===== config.mk =====
export PLATFORM = sky130hd
export DESIGN_NAME = cpu_writeback
export DESIGN_NICKNAME = d
export VERILOG_FILES = /design/src/rtl/cpu_writeback_pkg.sv /design/src/rtl/cpu_scoreboard.sv /design/src/rtl/cpu_writeback.sv
export SDC_FILE = /design/constraint.sdc
export NUM_CORES = 1
export LEC_CHECK = 0
export ABC_AREA = 1
export CORE_AREA = 4 4 301 303
export DETAILED_ROUTE_END_ITERATION = 10
export DIE_AREA = 0 0 305 307
export PLACE_DENSITY = 0.64
export SLEW_MARGIN = 20
export SYNTH_ARGS = -nofsm -noshare
export SYNTH_HDL_FRONTEND = slang
export SYNTH_SLANG_ARGS = --single-unit

===== constraint.sdc =====
create_clock -name clk_i -period 2.4 [get_ports clk_i]
set_input_delay 0.48 -clock clk_i [delete_from_list [all_inputs] [get_ports clk_i]]
set_output_delay 0.48 -clock clk_i [all_outputs]
set_load 0.05 [all_outputs]

===== src/rtl/cpu_writeback_pkg.sv =====
// Shared sizing and helpers for the cpu_writeback stage and its pending-write scoreboard.
// Optional result bypass is enabled by defining CPU_WB_BYPASS_EN.
package cpu_writeback_pkg;

  localparam int DATA_W = 32;
  localparam int IDX_W  = 4;
  localparam int NREGS  = 16;
  localparam int PEND_W = 2;

  localparam logic [PEND_W-1:0] PEND_MAX = '1;

  // Saturating counter step; a simultaneous reserve and retire cancel out.
  function automatic logic [PEND_W-1:0] pend_next(input logic [PEND_W-1:0] cur,
                                                  input logic inc,
                                                  input logic dec);
    logic [PEND_W-1:0] nxt;
    nxt = cur;
    if (inc && !dec && cur != PEND_MAX) nxt = cur + 1'b1;
    if (dec && !inc && cur != '0)       nxt = cur - 1'b1;
    return nxt;
  endfunction

endpackage


===== src/rtl/cpu_scoreboard.sv =====
// Per-register pending-write counters, RAW hazard detection for the two read
// ports and reserve-full indication. Bypass-aware when CPU_WB_BYPASS_EN is defined.
module cpu_scoreboard
  import cpu_writeback_pkg::*;
(
  input  logic             clk_i,
  input  logic             rst_i,
  input  logic             stall_i,
  input  logic             write_en_i,
  input  logic [IDX_W-1:0] write_idx_i,
  input  logic             reserve_i,
  input  logic [IDX_W-1:0] reserve_idx_i,
  input  logic [IDX_W-1:0] rd_a_idx_i,
  input  logic [IDX_W-1:0] rd_b_idx_i,
  output logic             hazard_o,
  output logic             reserve_full_o
);

  logic [NREGS-1:0][PEND_W-1:0] pend_q;
  logic [NREGS-1:0][PEND_W-1:0] pend_d;

  function automatic logic hit(input logic [IDX_W-1:0] idx,
                               input logic [NREGS-1:0][PEND_W-1:0] pend,
                               input logic we,
                               input logic [IDX_W-1:0] widx);
    logic h;
    h = (pend[idx] != '0);
`ifdef CPU_WB_BYPASS_EN
    // The last outstanding write arriving this cycle is forwarded to the read port.
    if (we && widx == idx && pend[idx] == PEND_W'(1)) h = 1'b0;
`else
    // Without forwarding the read waits until the write has landed in the file.
    if (we && widx == idx) h = h;
`endif
    return h;
  endfunction

  always_comb begin
    pend_d = pend_q;
    for (int r = 0; r < NREGS; r++) begin
      pend_d[r] = pend_next(pend_q[r],
                            reserve_i && !stall_i && reserve_idx_i == IDX_W'(r),
                            write_en_i && write_idx_i == IDX_W'(r));
    end
  end

  always_ff @(posedge clk_i or negedge rst_i) begin
    if (!rst_i) pend_q <= '0;
    else        pend_q <= pend_d;
  end

  assign hazard_o       = hit(rd_a_idx_i, pend_q, write_en_i, write_idx_i) |
                          hit(rd_b_idx_i, pend_q, write_en_i, write_idx_i);
  assign reserve_full_o = (pend_q[reserve_idx_i] == PEND_MAX);

endmodule


===== src/rtl/cpu_writeback.sv =====
// Write-back stage: 16 x 32 register file, two registered read ports and a
// pending-write scoreboard. Define CPU_WB_BYPASS_EN to forward results to the read ports.
module cpu_writeback
  import cpu_writeback_pkg::*;
(
  input  logic              clk_i,
  input  logic              rst_i,
  input  logic              stall_i,
  input  logic              register_write_enable_i,
  input  logic [IDX_W-1:0]  register_write_index_i,
  input  logic [DATA_W-1:0] result_i,
  input  logic              reserve_i,
  input  logic [IDX_W-1:0]  reserve_index_i,
  input  logic [IDX_W-1:0]  regA_index_i,
  input  logic [IDX_W-1:0]  regB_index_i,
  output logic [DATA_W-1:0] regA_o,
  output logic [DATA_W-1:0] regB_o,
  output logic              hazard_o,
  output logic              reserve_full_o
);

  logic [NREGS-1:0][DATA_W-1:0] rf_q;
  logic [NREGS-1:0][DATA_W-1:0] rf_d;
  logic [DATA_W-1:0]            rega_q, rega_d;
  logic [DATA_W-1:0]            regb_q, regb_d;

  function automatic logic [DATA_W-1:0] read_port(input logic [IDX_W-1:0] idx,
                                                  input logic [NREGS-1:0][DATA_W-1:0] rf,
                                                  input logic we,
                                                  input logic [IDX_W-1:0] widx,
                                                  input logic [DATA_W-1:0] wdata);
    logic [DATA_W-1:0] d;
    d = rf[idx];
`ifdef CPU_WB_BYPASS_EN
    if (we && widx == idx) d = wdata;
`else
    if (we && widx == idx) d = rf[idx];
`endif
    return d;
  endfunction

  // Writes are not gated by stall_i: execute already qualifies its enable.
  always_comb begin
    rf_d = rf_q;
    if (register_write_enable_i) rf_d[register_write_index_i] = result_i;
  end

  always_comb begin
    rega_d = rega_q;
    regb_d = regb_q;
    if (!stall_i) begin
      rega_d = read_port(regA_index_i, rf_q, register_write_enable_i,
                         register_write_index_i, result_i);
      regb_d = read_port(regB_index_i, rf_q, register_write_enable_i,
                         register_write_index_i, result_i);
    end
  end

  always_ff @(posedge clk_i or negedge rst_i) begin
    if (!rst_i) begin
      rf_q   <= '0;
      rega_q <= '0;
      regb_q <= '0;
    end else begin
      rf_q   <= rf_d;
      rega_q <= rega_d;
      regb_q <= regb_d;
    end
  end

  assign regA_o = rega_q;
  assign regB_o = regb_q;

  cpu_scoreboard u_scoreboard (
    .clk_i          (clk_i),
    .rst_i          (rst_i),
    .stall_i        (stall_i),
    .write_en_i     (register_write_enable_i),
    .write_idx_i    (register_write_index_i),
    .reserve_i      (reserve_i),
    .reserve_idx_i  (reserve_index_i),
    .rd_a_idx_i     (regA_index_i),
    .rd_b_idx_i     (regB_index_i),
    .hazard_o       (hazard_o),
    .reserve_full_o (reserve_full_o)
  );

endmodule


==> impl_metrics.tcl <==
set metrics [dict create \
    status "complete, but fails checks" \
    violations "negative setup slack" \
    clk_pin_slew_ns 0.06 \
    antenna_found_initial 4 \
    synthCells 4766 \
    syn2layout_area_growth_pct 16.4 \
    dp_hpwl_um 64500 \
    dp_slack_ns -0.0952 \
    path_class "flop to output port" \
    finish.utilization_pct 43.8 \
    coreArea_mm2 0.0880 \
    yosysWarningCount 0 \
    grt_use_total_pct 23.5 \
    worst_slew_pin_slew_ns 0.841 \
    setup.worst_path.end_class "output port" \
    whs_ns 0.387 \
    tns_ns -0.0329 \
    overflow 0 \
    hp-class "input port to async pin" \
    maxCapViolations 0 \
    skew_ns 0.0204 \
    die_width_um 305 \
    clock_sinks 608 \
    die_y_um 307 \
    ys_ff_latch 608 \
    synth_top_area_share_pct 46.0 \
    synth_area_mm2 0.0331 \
    finalMaxSlewViolations 0 \
    slew_headroom_pct 43.9 \
    required_ns 1.92 \
    wl_per_cell_um 18.8 \
    synthTopCellsByArea "dfrtp_1 (46%), nand2_1 (22%), nand3_1 (12%), a21oi_1 (5.1%), nor2_1 (4.2%)" \
    postLayoutSetupSlackWorst_ns -0.0329 \
    drive_gt1_share_pct 7.63 \
    grt_start_max_net_pins 121 \
    grt_setup_unrepaired "yes" \
    p_per_area_mw_per_mm2 869 \
    initialDrtViolationCount 3598 \
    syn_nets 4819 \
    placedCellCount 5809 \
    layout.nets 4800 \
    dpl_cell_area_mm2 0.0358 \
    vias_per_cell 5.36 \
    ys.flop_type "dfrtp_1" \
    final_cell_area_mm2 0.0385 \
    ir_drop_mv 0.690 \
    cp.arrival_ns 1.95 \
    finalHoldViolCount 0 \
    io_pins 119 \
    finalSetupViolCount 1 \
    gp_congestion 0.845 \
    fp-row-count 109 \
    synthArstFlopShare_pct 100 \
    port_buffers 118 \
    ys_seq_area_share_pct 46.0 \
    final-seq-area_mm2 0.0152 \
    root_buffer "clkbuf_16" \
    multi_input_comb_area_mm2 0.0159 \
    htreeDepth 3 \
    fp.dieArea_mm2 0.0936 \
    cts_tree "yes" \
    via_count 31900 \
    synth_cell_type_count 25 \
    p_leak_nw 18.5 \
    routed_wl_um 112000 \
    period_share_pct 101 \
    drc 0 \
    stdcell_count 5965 \
    synth_edf_count 0 \
    synth_top_area_cell "dfrtp_1" \
    cts_buffer_depth 3 \
    insertion_delay_ns 0.63 \
    postRouteAntennaNets 0 \
    avgSynthCellArea_um2 6.94 \
    path_max_fanout 3 \
    period_minus_slack_ns 2.43 \
    fillers 8963 \
    first_pass_iters 6 \
    cts_buffers 72 \
    initial_core_util_pct 37.6 \
    start_kind "flop" \
    grt_pass1_wl_um 175000 \
    max_freq_mhz 411 \
    power_mw 33.5 \
    grt_pass1_vias 30200 \
]
[kinds of logic (layout without fill, tap and decap cells)]
group                  count (synthesis)  in the layout  share of synthesized area (%)
buffers and inverters                472            504                           6.51
XOR/XNOR                              10             10                          0.265
AO/OA/AOI/OAI                        566            566                           8.59
other                                  0              2                              0
flip-flops                           608            608                           46.0
AND/OR/NAND/NOR                     3110           3110                           38.7
[power breakdown]
part           internal (mW)  switching, mW
clock                   6.50           4.46
sequential              12.6           1.79
combinational           3.19           4.99
total                   22.3           11.2
[area by class of cell]
type | instances | area share [%]
Inverter | 102 | 1.07
Multi-Input combinational cell | 3686 | 41.2
Antenna cell | 2 | 0.0130
Tap cell | 1165 | 3.78
Clock inverter | 21 | 0.529
Sequential cell | 608 | 39.5
Clock buffer | 104 | 5.55
Timing Repair Buffer | 277 | 8.31
[flip-flops by register name, summed over array words and instances, names as in the netlist]
register	flops
regA_o	32
regB_o	32
u_scoreboard.pend_q	32
rf_q	512
[cell usage in the layout, fill, tap and decap left out, types with 15 or more instances in the layout]
cell	synthesis	routed
a21oi_1	337	336
buf_12	0	66
buf_4	30	95
clkbuf_1	116	15
clkbuf_16	0	76
clkdlybuf4s50_1	0	104
clkinv_2	0	16
dfrtp_1	608	602
inv_1	92	68
inv_2	9	27
nand2_1	1907	1893
nand3_1	814	809
nor2_1	366	361
o21ai_0	148	146
o21ai_1	76	77
[timing repair]
action / CTS / global route
setup buffers: 7 / 21
hold endpoints to repair: 33 / 0
hold buffers: 1 / 0
resized for setup: 30 / 30
pin swaps: 4 / 11
setup endpoints to repair: 2 / 2
[metal layers]
layer | track usage [%] | part of all wire (%) | vias up
li1 | - | - | 15400
met1 | 32.0 | 43 | 14900
met2 | 38.0 | 46 | 1407
met3 | 4.02 | 8.2 | 264
met4 | 7.85 | 3.2 | 4
met5 | 0 | 0.024 | -
[worst paths after layout]
kind	startpoint	endpoint	slack, ns	cells past startpoint
setup / recovery	u_scoreboard.pend_q[30]	hazard_o	-0.03	9
hold / removal	rst_i	rf_q[100]	0.39	2
setup reg to reg	rf_q[289]	regA_o[1]	1.13	8
hold reg to reg	regB_o[10]	regB_o[10]	0.48	2
max in group asynchronous	rst_i	rf_q[446]	1.16	3
min in group clk_i	regB_o[10]	regB_o[10]	0.48	2
[synthesized netlist by cell type (9+ instances only)]
cell      instances
o21ai_1          76
nor2_1          366
buf_4            30
inv_2             9
o21ai_0         148
buf_1            21
inv_1            92
a21oi_1         337
xor2_1           10
nor2_2           13
nand2_1        1907
clkbuf_1        116
dfrtp_1         608
nand3_1         814
buf_2           201
[critical path: stages, from the launching register on]
cell	delay (ns)
dfrtp_2	0.44
nor2_4	0.13
nand2_1	0.09
nand3_1	0.11
o21ai_1	0.09
nand2_1	0.08
nand3_2	0.08
nand2_4	0.10
nand2_4	0.07
buf_12	0.15
Note: power is estimated with default switching activity, not from simulation.
